==> src/rtl/track_result_sequencer_if.sv <==
// rtl/track_result_sequencer_if.sv - frame input, shared divider/sqrt handshakes and published results
interface track_result_sequencer_if;
   logic        frame_end;
   logic [31:0] size_in;
   logic [31:0] sum_x_in;
   logic [31:0] sum_y_in;
   logic        div_req_valid;
   logic        div_req_ready;
   logic [31:0] div_dividend;
   logic [31:0] div_divisor;
   logic        div_rsp_valid;
   logic [31:0] div_quotient;
   logic        sqrt_req_valid;
   logic        sqrt_req_ready;
   logic [31:0] sqrt_data;
   logic        sqrt_rsp_valid;
   logic [15:0] sqrt_root;
   logic [10:0] x_center;
   logic [9:0]  y_center;
   logic [15:0] radius;
   logic        target_found;
   logic        result_valid;
   logic        busy;
   logic        frame_dropped;

   modport master (
      input  frame_end, size_in, sum_x_in, sum_y_in,
      input  div_req_ready, div_rsp_valid, div_quotient,
      input  sqrt_req_ready, sqrt_rsp_valid, sqrt_root,
      output div_req_valid, div_dividend, div_divisor,
      output sqrt_req_valid, sqrt_data,
      output x_center, y_center, radius, target_found,
      output result_valid, busy, frame_dropped
   );

   modport slave (
      output frame_end, size_in, sum_x_in, sum_y_in,
      output div_req_ready, div_rsp_valid, div_quotient,
      output sqrt_req_ready, sqrt_rsp_valid, sqrt_root,
      input  div_req_valid, div_dividend, div_divisor,
      input  sqrt_req_valid, sqrt_data,
      input  x_center, y_center, radius, target_found,
      input  result_valid, busy, frame_dropped
   );
endinterface

==> src/rtl/track_result_sequencer.sv <==
// rtl/track_result_sequencer.sv - per-frame centroid/radius sequencer over shared divider and sqrt cores
// Optional TRACK_SMOOTH_EN: published values averaged with the previous found frame.
module track_result_sequencer #(
   parameter int MIN_SIZE = 64,
   parameter int AREA_NUM = 7,
   parameter int AREA_DEN = 22
) (
   input  logic                       clk,
   input  logic                       rst_in,
   track_result_sequencer_if.master   bus
);
   localparam int          MIN_EFF = (MIN_SIZE < 1) ? 1 : MIN_SIZE;
   localparam logic [31:0] MIN_V   = 32'(MIN_EFF);
   localparam logic [31:0] DEN_V   = 32'(AREA_DEN);
   localparam logic [34:0] NUM_V   = 35'(AREA_NUM);

   typedef enum logic [3:0] {
      S_IDLE, S_DX_REQ, S_DX_WAIT, S_DY_REQ, S_DY_WAIT,
      S_DR_REQ, S_DR_WAIT, S_SQ_REQ, S_SQ_WAIT, S_PUBLISH
   } state_t;

   state_t      r_state;
   state_t      w_next;

   logic [31:0] r_size;
   logic [31:0] r_sum_x;
   logic [31:0] r_sum_y;
   logic        r_found;
   logic [10:0] r_x_sh;
   logic [9:0]  r_y_sh;
   logic [31:0] r_r2;
   logic [15:0] r_rad_sh;
   logic [10:0] r_x_center;
   logic [9:0]  r_y_center;
   logic [15:0] r_radius;
   logic        r_target_found;
   logic        r_result_valid;
   logic        r_frame_dropped;

   logic        w_size_ok;
   logic [34:0] w_prod;
   logic [31:0] w_r2_num;
   logic [10:0] w_xq;
   logic [9:0]  w_yq;
   logic [10:0] w_pub_x;
   logic [9:0]  w_pub_y;
   logic [15:0] w_pub_r;
   logic        w_div_req_valid;
   logic [31:0] w_dividend;
   logic [31:0] w_divisor;
   logic        w_sqrt_req_valid;

   assign w_size_ok = (bus.size_in >= MIN_V);
   assign w_prod    = {3'b000, r_size} * NUM_V;
   assign w_r2_num  = (|w_prod[34:32]) ? 32'hFFFF_FFFF : w_prod[31:0];
   assign w_xq      = (bus.div_quotient > 32'd2047) ? 11'h7FF : bus.div_quotient[10:0];
   assign w_yq      = (bus.div_quotient > 32'd1023) ? 10'h3FF : bus.div_quotient[9:0];

`ifdef TRACK_SMOOTH_EN
   logic [11:0] w_avg_x;
   logic [10:0] w_avg_y;
   logic [16:0] w_avg_r;
   assign w_avg_x = {1'b0, r_x_center} + {1'b0, r_x_sh};
   assign w_avg_y = {1'b0, r_y_center} + {1'b0, r_y_sh};
   assign w_avg_r = {1'b0, r_radius} + {1'b0, r_rad_sh};
   // Only average against a triple that came from a found frame.
   assign w_pub_x = r_target_found ? w_avg_x[11:1] : r_x_sh;
   assign w_pub_y = r_target_found ? w_avg_y[10:1] : r_y_sh;
   assign w_pub_r = r_target_found ? w_avg_r[16:1] : r_rad_sh;
`else
   assign w_pub_x = r_x_sh;
   assign w_pub_y = r_y_sh;
   assign w_pub_r = r_rad_sh;
`endif

   always_ff @(posedge clk) begin
      if (rst_in) r_state <= S_IDLE;
      else        r_state <= w_next;
   end

   always_comb begin
      w_next = r_state;
      case (r_state)
         S_IDLE:    if (bus.frame_end) w_next = w_size_ok ? S_DX_REQ : S_PUBLISH;
         S_DX_REQ:  if (bus.div_req_ready) w_next = S_DX_WAIT;
         S_DX_WAIT: if (bus.div_rsp_valid) w_next = S_DY_REQ;
         S_DY_REQ:  if (bus.div_req_ready) w_next = S_DY_WAIT;
         S_DY_WAIT: if (bus.div_rsp_valid) w_next = S_DR_REQ;
         S_DR_REQ:  if (bus.div_req_ready) w_next = S_DR_WAIT;
         S_DR_WAIT: if (bus.div_rsp_valid) w_next = S_SQ_REQ;
         S_SQ_REQ:  if (bus.sqrt_req_ready) w_next = S_SQ_WAIT;
         S_SQ_WAIT: if (bus.sqrt_rsp_valid) w_next = S_PUBLISH;
         S_PUBLISH: w_next = S_IDLE;
         default:   w_next = S_IDLE;
      endcase
   end

   always_comb begin
      w_div_req_valid  = 1'b0;
      w_dividend       = r_sum_x;
      w_divisor        = r_size;
      w_sqrt_req_valid = 1'b0;
      case (r_state)
         S_DX_REQ: w_div_req_valid = 1'b1;
         S_DY_REQ: begin
            w_div_req_valid = 1'b1;
            w_dividend      = r_sum_y;
         end
         S_DR_REQ: begin
            w_div_req_valid = 1'b1;
            w_dividend      = w_r2_num;
            w_divisor       = DEN_V;
         end
         S_SQ_REQ: w_sqrt_req_valid = 1'b1;
         default:  ;
      endcase
   end

   always_ff @(posedge clk) begin
      if (rst_in) begin
         r_size          <= '0;
         r_sum_x         <= '0;
         r_sum_y         <= '0;
         r_found         <= 1'b0;
         r_x_sh          <= '0;
         r_y_sh          <= '0;
         r_r2            <= '0;
         r_rad_sh        <= '0;
         r_x_center      <= '0;
         r_y_center      <= '0;
         r_radius        <= '0;
         r_target_found  <= 1'b0;
         r_result_valid  <= 1'b0;
         r_frame_dropped <= 1'b0;
      end else begin
         r_result_valid  <= (r_state == S_PUBLISH);
         r_frame_dropped <= bus.frame_end && (r_state != S_IDLE);
         case (r_state)
            S_IDLE: if (bus.frame_end) begin
               r_size  <= bus.size_in;
               r_sum_x <= bus.sum_x_in;
               r_sum_y <= bus.sum_y_in;
               r_found <= w_size_ok;
            end
            S_DX_WAIT: if (bus.div_rsp_valid) r_x_sh <= w_xq;
            S_DY_WAIT: if (bus.div_rsp_valid) r_y_sh <= w_yq;
            S_DR_WAIT: if (bus.div_rsp_valid) r_r2 <= bus.div_quotient;
            S_SQ_WAIT: if (bus.sqrt_rsp_valid) r_rad_sh <= bus.sqrt_root;
            S_PUBLISH: begin
               r_target_found <= r_found;
               if (r_found) begin
                  r_x_center <= w_pub_x;
                  r_y_center <= w_pub_y;
                  r_radius   <= w_pub_r;
               end
            end
            default: ;
         endcase
      end
   end

   assign bus.div_req_valid  = w_div_req_valid;
   assign bus.div_dividend   = w_dividend;
   assign bus.div_divisor    = w_divisor;
   assign bus.sqrt_req_valid = w_sqrt_req_valid;
   assign bus.sqrt_data      = r_r2;
   assign bus.x_center       = r_x_center;
   assign bus.y_center       = r_y_center;
   assign bus.radius         = r_radius;
   assign bus.target_found   = r_target_found;
   assign bus.result_valid   = r_result_valid;
   assign bus.busy           = (r_state != S_IDLE);
   assign bus.frame_dropped  = r_frame_dropped;
endmodule

==> src/flat_wrapper.sv <==
// flat-port wrapper written by rule: the top's interface ports become plain ports
module track_result_sequencer_flat 
#(
   parameter int MIN_SIZE = 64,
   parameter int AREA_NUM = 7,
   parameter int AREA_DEN = 22
)
  (clk, rst_in, bus_frame_end, bus_size_in, bus_sum_x_in, bus_sum_y_in, bus_div_req_ready, bus_div_rsp_valid, bus_div_quotient, bus_sqrt_req_ready, bus_sqrt_rsp_valid, bus_sqrt_root, bus_div_req_valid, bus_div_dividend, bus_div_divisor, bus_sqrt_req_valid, bus_sqrt_data, bus_x_center, bus_y_center, bus_radius, bus_target_found, bus_result_valid, bus_busy, bus_frame_dropped);
  track_result_sequencer_if bus_i ();
  input  logic clk;
  input  logic rst_in;
  input wire logic [$bits(bus_i.frame_end)-1:0] bus_frame_end;
  input wire logic [$bits(bus_i.size_in)-1:0] bus_size_in;
  input wire logic [$bits(bus_i.sum_x_in)-1:0] bus_sum_x_in;
  input wire logic [$bits(bus_i.sum_y_in)-1:0] bus_sum_y_in;
  input wire logic [$bits(bus_i.div_req_ready)-1:0] bus_div_req_ready;
  input wire logic [$bits(bus_i.div_rsp_valid)-1:0] bus_div_rsp_valid;
  input wire logic [$bits(bus_i.div_quotient)-1:0] bus_div_quotient;
  input wire logic [$bits(bus_i.sqrt_req_ready)-1:0] bus_sqrt_req_ready;
  input wire logic [$bits(bus_i.sqrt_rsp_valid)-1:0] bus_sqrt_rsp_valid;
  input wire logic [$bits(bus_i.sqrt_root)-1:0] bus_sqrt_root;
  output wire logic [$bits(bus_i.div_req_valid)-1:0] bus_div_req_valid;
  output wire logic [$bits(bus_i.div_dividend)-1:0] bus_div_dividend;
  output wire logic [$bits(bus_i.div_divisor)-1:0] bus_div_divisor;
  output wire logic [$bits(bus_i.sqrt_req_valid)-1:0] bus_sqrt_req_valid;
  output wire logic [$bits(bus_i.sqrt_data)-1:0] bus_sqrt_data;
  output wire logic [$bits(bus_i.x_center)-1:0] bus_x_center;
  output wire logic [$bits(bus_i.y_center)-1:0] bus_y_center;
  output wire logic [$bits(bus_i.radius)-1:0] bus_radius;
  output wire logic [$bits(bus_i.target_found)-1:0] bus_target_found;
  output wire logic [$bits(bus_i.result_valid)-1:0] bus_result_valid;
  output wire logic [$bits(bus_i.busy)-1:0] bus_busy;
  output wire logic [$bits(bus_i.frame_dropped)-1:0] bus_frame_dropped;
  assign bus_i.frame_end = bus_frame_end;
  assign bus_i.size_in = bus_size_in;
  assign bus_i.sum_x_in = bus_sum_x_in;
  assign bus_i.sum_y_in = bus_sum_y_in;
  assign bus_i.div_req_ready = bus_div_req_ready;
  assign bus_i.div_rsp_valid = bus_div_rsp_valid;
  assign bus_i.div_quotient = bus_div_quotient;
  assign bus_i.sqrt_req_ready = bus_sqrt_req_ready;
  assign bus_i.sqrt_rsp_valid = bus_sqrt_rsp_valid;
  assign bus_i.sqrt_root = bus_sqrt_root;
  assign bus_div_req_valid = bus_i.div_req_valid;
  assign bus_div_dividend = bus_i.div_dividend;
  assign bus_div_divisor = bus_i.div_divisor;
  assign bus_sqrt_req_valid = bus_i.sqrt_req_valid;
  assign bus_sqrt_data = bus_i.sqrt_data;
  assign bus_x_center = bus_i.x_center;
  assign bus_y_center = bus_i.y_center;
  assign bus_radius = bus_i.radius;
  assign bus_target_found = bus_i.target_found;
  assign bus_result_valid = bus_i.result_valid;
  assign bus_busy = bus_i.busy;
  assign bus_frame_dropped = bus_i.frame_dropped;
  track_result_sequencer #(.MIN_SIZE(MIN_SIZE), .AREA_NUM(AREA_NUM), .AREA_DEN(AREA_DEN)) u_core (.clk(clk), .rst_in(rst_in), .bus(bus_i));
endmodule
==> config.mk <==
export PLATFORM = sky130hd
export DESIGN_NAME = track_result_sequencer_flat
export DESIGN_NICKNAME = d
export VERILOG_FILES = /design/src/rtl/track_result_sequencer_if.sv /design/src/rtl/track_result_sequencer.sv /design/src/flat_wrapper.sv
export SDC_FILE = /design/constraint.sdc
export NUM_CORES = 1
export LEC_CHECK = 0
export ABC_AREA = 0
export CORE_MARGIN = 8
export CORE_UTILIZATION = 41
export CTS_CLUSTER_SIZE = 25
export DETAILED_ROUTE_END_ITERATION = 8
export PLACE_DENSITY = 0.77
export SYNTH_ARGS = -nofsm -noshare
export SYNTH_HDL_FRONTEND = slang
export SYNTH_SLANG_ARGS = --single-unit
==> constraint.sdc <==
create_clock -name clk -period 8.8 [get_ports clk]
set_clock_uncertainty 0.2 [all_clocks]
set_input_delay 2.2 -clock clk [delete_from_list [all_inputs] [get_ports clk]]
set_output_delay 2.2 -clock clk [all_outputs]
set_load 0.01 [all_outputs]
==> reports/metrics.cfg, run 1 <==
[sta]
worst_slack_ns = 0.979
setup_violations = 0
hold_viol = 0
tightestPinTransition_ns = 1.27
fin_hold_ws_ns = 0.251
rsz0062_at_grt = false
drv_slew = 0
timing.final.crit_share_pct = 88.9
tns_ns = 0
relSlewSlack_pct = 15.1
fin_crit_ns = 7.82
timing.fmax_mhz = 128

[yosys]
syn-num-nets = 1637
post-synth-top-count-cell = nand2_1
yosysTopAreaCellShare_pct = 38.4
synth_top_cell_by_area = dfxtp_1
seq_area_frac_synth_pct = 38.4
ys_async_sr_fraction_pct = 0
synthesis.area_um2 = 10900
synth.area.top_cells = dfxtp_1 (38%), nand2_1 (14%), a21oi_1 (10%), fa_1 (5.9%), ha_1 (3.9%)
syn_inst = 1420
yosys_warnings = 0
synth_cell_type_count = 62
ys.flop_type = dfxtp_1
postSynthAreaPerCell_um2 = 7.71
synth_commonest_cells = nand2_1 (398), a21oi_1 (219), dfxtp_1 (210)
synth_edf_count = 0
synth_seq_cells = 210

[cts]
post_cts_buffers = 0
ctsHoldBuffers = 0
ctsRootBufferMaster = clkbuf_16
clk_pin_slew_ns = 0.06
htree_levels = 1
clock_path_buffers = 3
cts.sinks = 210
cts_tree = yes
cts_resized = 0
worstSkewPairLatency_ns = 0.53
cts_buffers = 24

[worst_hold_path]
hp-class = flip-flop to flip-flop
hp-start = u_core.bus.sqrt_data[15]

[die]
io_pins = 290
dieHeight_um = 179
rows = 60
die_area_um2 = 32200
die_x_um = 179
core-area_um2 = 26600
initial_utilization_pct = 41.2

[worst_setup_path]
crit_type = flip-flop to primary output
worstSetupStartpointType = flip-flop
critPathMaxStageDelay_ns = 0.97
crit_chain = inv_1 -> fa_1 -> inv_1 -> ha_1 -> o211ai_1 -> o211ai_1 -> a31oi_2 -> o31ai_2 -> a21oi_2 -> o21bai_2 -> or2_1 -> a211oi_1 -> o21ai_1 -> clkdlybuf4s50_1
end_kind = primary output
cp-startpoint = u_core.r_size[2]
arrival_ns = 5.42
crit_fanout = 31
reg2reg_from = u_core.r_state[3]
required_ns = 6.40
cp_num_buf_inv = 3
path_delay_family = compound AO/OA/AOI/OAI gates
cp_slowest_cell = or2_1

[cells_and_area]
fin_cells = 2002
antenna_cells = 0
area_growth_pct = 34.5
drive_above_1_share_pct = 4.21
design_area_um2 = 14700
layout.nets = 1861
final_util_pct = 55.4

[place]
place_area_um2 = 13900
io_buffers = 289
dp_slack_ns = 1.72
dp_hpwl_um = 26200
placedCellCount = 1959
gp_congestion = 0.896

[grt]
grt_pass1_wl_um = 57700
grt.total_usage_pct = 21.5
grt_overflow = 0
antenna_found_initial = 0
grt_max_degree = 131
grt_pass1_vias = 10698

[pwr]
power.total_mw = 3.64
combPwrFrac_pct = 39.5
switching_share_pct = 37.5
internal-power_mw = 2.27
p_sw_mw = 1.37
p_leak_nw = 5.44
power.density_nw_per_um2 = 247
share_clk_of_total_power_pct = 28.3
pwr-share-seq_pct = 32.1
irDropWorstVdd_mv = 0.181

[drt]
routed_wirelength_um = 36000
vias = 10746
remaining_drc_errors = 0
drt_first_pass_iters = 5
routed_via_density = 5.37
wl_per_cell_um = 18.0
drtIter0Drc = 822
drtAntennaViolNets = 0

[outcome]
status = completed

[run]
max_cap_violations = 0

kinds of logic after synthesis:
group	Yosys count	share of synthesized area, %
buffers and inverters	133	5.62
flip-flops	210	38.4
AND/OR/NAND/NOR	586	22.4
XOR/XNOR	26	2.08
multiplexers	1	0.0914
AO/OA/AOI/OAI	398	21.7
adder cells (fa/ha/maj)	66	9.74
final timing paths:
path / endpoint / slack (ns) / depth (start not counted)
max: bus_div_dividend[8] / 0.98 / 14
min reg2reg: u_core.bus.sqrt_data[15] / 0.25 / 2
max reg2reg: u_core.r_sum_x[9] / 5.95 / 4
min: u_core.bus.sqrt_data[15] / 0.25 / 2
sequential cells by signal (all words and copies together), names as in the netlist:
register and count:
u_core.bus.result_valid 1, u_core.bus.x_center 11, u_core.bus.sqrt_data 32, u_core.r_sum_x 32, u_core.r_sum_y 32, u_core.bus.y_center 10, u_core.r_x_sh 11, u_core.r_found 1
u_core.bus.frame_dropped 1, u_core.bus.radius 16, u_core.r_y_sh 10, u_core.r_state 4, u_core.r_rad_sh 16, u_core.bus.target_found 1, u_core.r_size 32
cells in the final DEF, fill, tap and decap left out, types with 16 or more instances in the layout:
cell type        count
nand2_1            397
clkdlybuf4s50_1    288
a21oi_1            219
dfxtp_1            210
nor2_1              73
a211oi_1            46
ha_1                34
a22oi_1             32
fa_1                32
inv_1               31
o21ai_1             31
nor3_1              25
clkbuf_16           24
and2_1              23
xnor2_1             18
o21ai_0             16
worst min-delay path: stages (launching register included):
cell	delay, ns
dfxtp_1	0.31
nand2_1	0.05
a21oi_1	0.05
cell type report:
type / count / area [um^2]
Tap cell: 341 / 427
Multi-Input combinational cell: 1077 / 6160
Fill cell: 2460 / 11900
Clock inverter: 7 / 113
Timing Repair Buffer: 300 / 2980
Inverter: 31 / 116
Clock buffer: 36 / 726
Sequential cell: 210 / 4200
power groups by stage:
stage / sequential [mW] / combinational [mW] / clock [mW]
floorplan: 1.16 / 0.973 / 0
global placement: 1.18 / 1.43 / 0
detailed placement: 1.19 / 1.44 / 0
CTS: 1.17 / 1.45 / 1.05
global route: 1.19 / 1.59 / 1.09
finish: 1.17 / 1.44 / 1.03
metal layers:
| layer | part of all wire [%] | global-route usage [%] |
|---|---|---|
| met1 | 41 | 25.5 |
| met2 | 46 | 36.0 |
| met3 | 10 | 7.82 |
| met4 | 2.7 | 6.30 |
| met5 | 0 | 0 |
No activity file was read; power rests on OpenSTA's default activity.
==> run 2, diff against run 1 <==
--- a/config.mk
+++ b/config.mk
@@ -10,7 +10,7 @@
 export CORE_UTILIZATION = 41
 export CTS_CLUSTER_SIZE = 25
 export DETAILED_ROUTE_END_ITERATION = 8
-export PLACE_DENSITY = 0.77
+export PLACE_DENSITY = 0.8
 export SYNTH_ARGS = -nofsm -noshare
 export SYNTH_HDL_FRONTEND = slang
 export SYNTH_SLANG_ARGS = --single-unit
==> constraint.sdc (replaced) <==
create_clock -name clk -period 6.7 [get_ports clk]
set_clock_uncertainty 0.2 [all_clocks]
set_input_delay 1.675 -clock clk [delete_from_list [all_inputs] [get_ports clk]]
set_output_delay 1.675 -clock clk [all_outputs]
set_load 0.01 [all_outputs]
==> run 2 against run 1 <==
Effect of this change:
- clock power increased by 33%
- worst setup slack got worse by 0.80 ns
- count of clock-buffer cells in the layout decreased by 5
- sequential share of layout area decreased by 0.13 points
- sequential power increased by 32%
- total power increased by 33%
- critical path depth increased by 1
==> reports/metrics.cfg, run 2 (synthesis gave the netlist of run 1 again) <==
[die]
core-area_um2 = 26600
die_x_um = 179
die_area_um2 = 32200
rows = 60
initial_utilization_pct = 41.2
dieHeight_um = 179
io_pins = 290

[cells_and_area]
final_common_cell = nand2_1
antenna_cells = 0
nFillCells = 2430
area_growth_pct = 35.1
mostFrequentLayoutCells = nand2_1 (397), clkdlybuf4s50_1 (287), a21oi_1 (218), dfxtp_1 (209), nor2_1 (73)
layout.nets = 1860
drive_above_1_share_pct = 4.76

[worst_setup_path]
required_ns = 4.83
arrival_ns = 4.64
crit_fanout = 31
cp_slowest_cell = fa_1
crit_chain = inv_1 -> fa_1 -> inv_1 -> ha_1 -> a211oi_2 -> o211ai_1 -> a31oi_4 -> o31ai_4 -> a21oi_2 -> o21bai_2 -> or2_1 -> buf_6 -> a211oi_2 -> o21ai_1 -> clkdlybuf4s50_1
worstSetupStartpointType = flip-flop
end_kind = primary output
crit_type = flip-flop to primary output
cp_num_buf_inv = 4
critPathMaxStageDelay_ns = 0.62
path_delay_family = compound AO/OA/AOI/OAI gates

[sta]
fin_crit_ns = 6.52
hold_viol = 0
drv_slew = 0
worst_slack_ns = 0.182
relSlewSlack_pct = 14.8
timing.fmax_mhz = 153
setup_violations = 0
timing.final.crit_share_pct = 97.3
tightestPinTransition_ns = 1.27

[grt]
grt_overflow = 0
grt_pass1_vias = 10608
grt_max_degree = 141
antenna_found_initial = 0
grt_pass1_wl_um = 57200
grt.total_usage_pct = 21.3

[drt]
drt_first_pass_iters = 7
remaining_drc_errors = 0
vias = 10835
drtAntennaViolNets = 0
drtIter0Drc = 796
wl_per_cell_um = 18.1
routed_wirelength_um = 36200
routed_via_density = 5.41

[pwr]
irDropWorstVdd_mv = 0.254
p_leak_nw = 5.46
power.total_mw = 4.83
power.density_nw_per_um2 = 327

[cts]
ctsRootBufferMaster = clkbuf_16
ctsHoldBuffers = 0
cts_buffers = 23
clk_pin_slew_ns = 0.06
htree_levels = 1
cts_tree = yes
cts.sinks = 210
clock_path_buffers = 3
worstSkewPairLatency_ns = 0.52

[run]
max_cap_violations = 0

[place]
io_buffers = 289
dp_hpwl_um = 26700
dp_slack_ns = 0.543
gp_congestion = 0.938

[worst_hold_path]
hp-class = flip-flop to flip-flop

[outcome]
status = completed

run 2: power breakdown:
group | internal (mW) | switching (mW) | total [mW] | leakage [nW]
Combinational | 0.783 | 1.15 | 1.93 | 3.36
Clock | 0.833 | 0.534 | 1.37 | 0.395
Sequential | 1.39 | 0.142 | 1.54 | 1.71
Total | 3.01 | 1.82 | 4.83 | 5.46
run 2: per-layer routing:
metal	global-route usage (%)	wire [um]
met5	0	0
met4	5.94	992
met3	7.98	3430
met2	35.6	16900
met1	25.3	14900
run 2: path summary, 6_finish.rpt:
check | startpoint | to | slack [ns] | depth (start not counted)
setup / recovery | u_core.r_size[1] | bus_div_dividend[25] | 0.18 | 15
hold / removal | u_core.bus.sqrt_data[29] | u_core.bus.sqrt_data[29] | 0.25 | 2
setup reg to reg | u_core.r_state[3] | u_core.r_size[31] | 3.66 | 4
hold reg to reg | u_core.bus.sqrt_data[29] | u_core.bus.sqrt_data[29] | 0.25 | 2
run 2: metrics by stage:
| step | setup TNS (ns) | cell area [um^2] | hold WS [ns] | std cells | util, % |
|---|---|---|---|---|---|
| finish | 0 | 14800 | 0.252 | 2001 | 55.7 |
| global route | -0.00520 | 14800 | 0.265 | 2001 | 55.7 |
| CTS | 0 | 14700 | 0.254 | 2000 | 55.4 |
| detailed placement | 0 | 13900 | 0.246 | 1958 | 52.2 |
| global placement | 0 | 13900 | 0.237 | 1958 | 52.2 |
| floorplan | 0 | 10900 | 0.231 | 1420 | - |
run 2: timing repair:
action	4_1_cts	5_1_grt
gates resized for setup	5	15
setup buffers	0	1
pin swaps	0	1
endpoints found under the hold margin	0	0
endpoints found under the setup margin	3	32
run 2: tightest hold or removal path: stages, from the launching register on:
cell and delay [ns]:
dfxtp_1 0.31, nand2_1 0.05, a21oi_1 0.05
run 2: layout make-up:
cell class	instances	area (um^2)	share of cell area, %
tap	341	427	2.88
timing repair buffer	300	3000	20.3
sequential	210	4210	28.4
multi-input combinational	1077	6230	42.1
inverter	31	116	0.786
clock buffer	31	646	4.36
clock inverter	11	168	1.13
==> run 3, diff against run 2 <==
--- a/config.mk
+++ b/config.mk
@@ -6,11 +6,13 @@
 export NUM_CORES = 1
 export LEC_CHECK = 0
 export ABC_AREA = 0
+export CELL_PAD_IN_SITES_DETAIL_PLACEMENT = 1
+export CELL_PAD_IN_SITES_GLOBAL_PLACEMENT = 2
 export CORE_MARGIN = 8
-export CORE_UTILIZATION = 41
+export CORE_UTILIZATION = 25
 export CTS_CLUSTER_SIZE = 25
 export DETAILED_ROUTE_END_ITERATION = 8
-export PLACE_DENSITY = 0.8
+export PLACE_DENSITY = 0.85
 export SYNTH_ARGS = -nofsm -noshare
 export SYNTH_HDL_FRONTEND = slang
 export SYNTH_SLANG_ARGS = --single-unit
==> run 3 against run 2 <==
Effect of this change:
- flip-flop and latch count did not move
- critical path type unchanged
- register-to-register slack got worse by 0.23 ns
- clock power barely moved
- first-iteration DRC count fell by 25%
- cell count rose by 13%
- largest power group unchanged
- count of clock-buffer cells in the layout rose by 7
==> reports/metrics.cfg, run 3 (synthesis gave the netlist of run 1 again) <==
[outcome]
status = completed

[cts]
htree_levels = 1
worstSkewPairLatency_ns = 0.55
cts_buffers = 26
ctsHoldBuffers = 0
clock_path_buffers = 3
clk_pin_slew_ns = 0.06
ctsRootBufferMaster = clkbuf_16
cts_tree = yes
cts.sinks = 210

[worst_setup_path]
required_ns = 4.83
arrival_ns = 4.57
crit_fanout = 23
end_kind = primary output
crit_type = flip-flop to primary output
worstSetupStartpointType = flip-flop

[drt]
routed_wirelength_um = 43300
routed_via_density = 4.84
vias = 10948
drtAntennaViolNets = 0
wl_per_cell_um = 19.1
drt_first_pass_iters = 5
remaining_drc_errors = 0
drtIter0Drc = 596

[worst_hold_path]
hp-class = flip-flop to flip-flop

[grt]
grt.total_usage_pct = 16.4
grt_pass1_vias = 11486
gr-usage-met1_pct = 20.1
grt_util_met2_pct = 28.2
gr-usage-met3_pct = 5.56
grt_pass1_wl_um = 66900
grt_overflow = 0
gr-max-usage-layer = met2
antenna_found_initial = 2
grt_max_degree = 78

[sta]
timing.fmax_mhz = 155
worst_slack_ns = 0.252
rsz0062_at_grt = true
drv_slew = 0
timing.final.crit_share_pct = 96.2
fin_crit_ns = 6.45
hold_viol = 0
relSlewSlack_pct = 37.2
setup_violations = 0
tightestPinTransition_ns = 0.934

[cells_and_area]
layout.nets = 1878
final_common_cell = nand2_1
drive_above_1_share_pct = 5.60
mostFrequentLayoutCells = nand2_1 (397), clkdlybuf4s50_1 (282), a21oi_1 (217), dfxtp_1 (210), nor2_1 (73)
area_growth_pct = 39.3
antenna_cells = 0
fin_cells = 2263

[die]
dieHeight_um = 225
core-area_um2 = 43200
rows = 76
initial_utilization_pct = 25.4
die_x_um = 225
die_area_um2 = 50700
io_pins = 290

[place]
gp_congestion = 0.870
dp_hpwl_um = 32700
placedCellCount = 2211
dp_slack_ns = 0.490
io_buffers = 289

[pwr]
p_leak_nw = 5.60
irDropWorstVdd_mv = 0.206
power.total_mw = 4.94
power.density_nw_per_um2 = 324

[run]
max_cap_violations = 0

[run 3: power by group]
group / switching, mW / total [mW] / internal [mW] / leakage [nW]
Clock: 0.564 / 1.37 / 0.811 / 0.407
Combinational: 1.21 / 2.02 / 0.810 / 3.49
Sequential: 0.145 / 1.54 / 1.40 / 1.71
Total: 1.92 / 4.94 / 3.02 / 5.60
[run 3: worst max-delay path, stage by stage (launching register included)]
cell and delay [ns]:
dfxtp_1 0.36, fa_1 0.56, ha_1 0.23, inv_1 0.07
fa_1 0.41, nand2b_1 0.19, a21oi_2 0.17, o211ai_1 0.14
a21boi_0 0.23, o211ai_1 0.17, a21o_1 0.25, nand3_4 0.15
buf_8 0.20, a211oi_1 0.09, o21ai_1 0.22, clkdlybuf4s50_1 0.59
[run 3: final timing paths]
| check | startpoint | endpoint | slack (ns) | cells past startpoint |
|---|---|---|---|---|
| hold / removal | u_core.bus.sqrt_data[16] | u_core.bus.sqrt_data[16] | 0.25 | 2 |
| setup reg to reg | u_core.r_state[3] | u_core.r_size[31] | 3.43 | 5 |
| setup / recovery | u_core.r_size[0] | bus_div_dividend[0] | 0.25 | 15 |
| hold reg to reg | u_core.bus.sqrt_data[16] | u_core.bus.sqrt_data[16] | 0.25 | 2 |
[run 3: stage by stage]
stage            TNS, ns  util (%)  instance area [um^2]  hold WS (ns)
2_1_floorplan          0         -                 10900         0.231
3_3_place_gp           0      33.0                 14300         0.236
3_5_place_dp           0      33.0                 14300         0.247
4_1_cts        -0.000829      35.1                 15100         0.253
5_1_grt         -0.00749      35.3                 15200         0.271
6_report               0      35.3                 15200         0.251
[run 3: per-layer routing]
metal  part of all wire, %  vias to the layer above
li1                      -                     5305
met1                    43                     5322
met2                    47                      272
met3                   7.7                       45
met4                   1.3                        4
met5                 0.062                        -
[run 3: area by class of cell]
cell class	count	area (um^2)
fillers	5208	27900
multi-input cells	1077	6240
flip-flops and latches	210	4200
repair buffers	315	3120
clock buffers	38	746
well taps	585	732
inverters	31	116
clock inverters	7	91.3
[run 3: timing repair]
item	in CTS	in global routing
cloned	0	0
resized for setup	5	20
buffers inserted	4	3
pin swaps	2	4
endpoints found under the setup margin	27	32
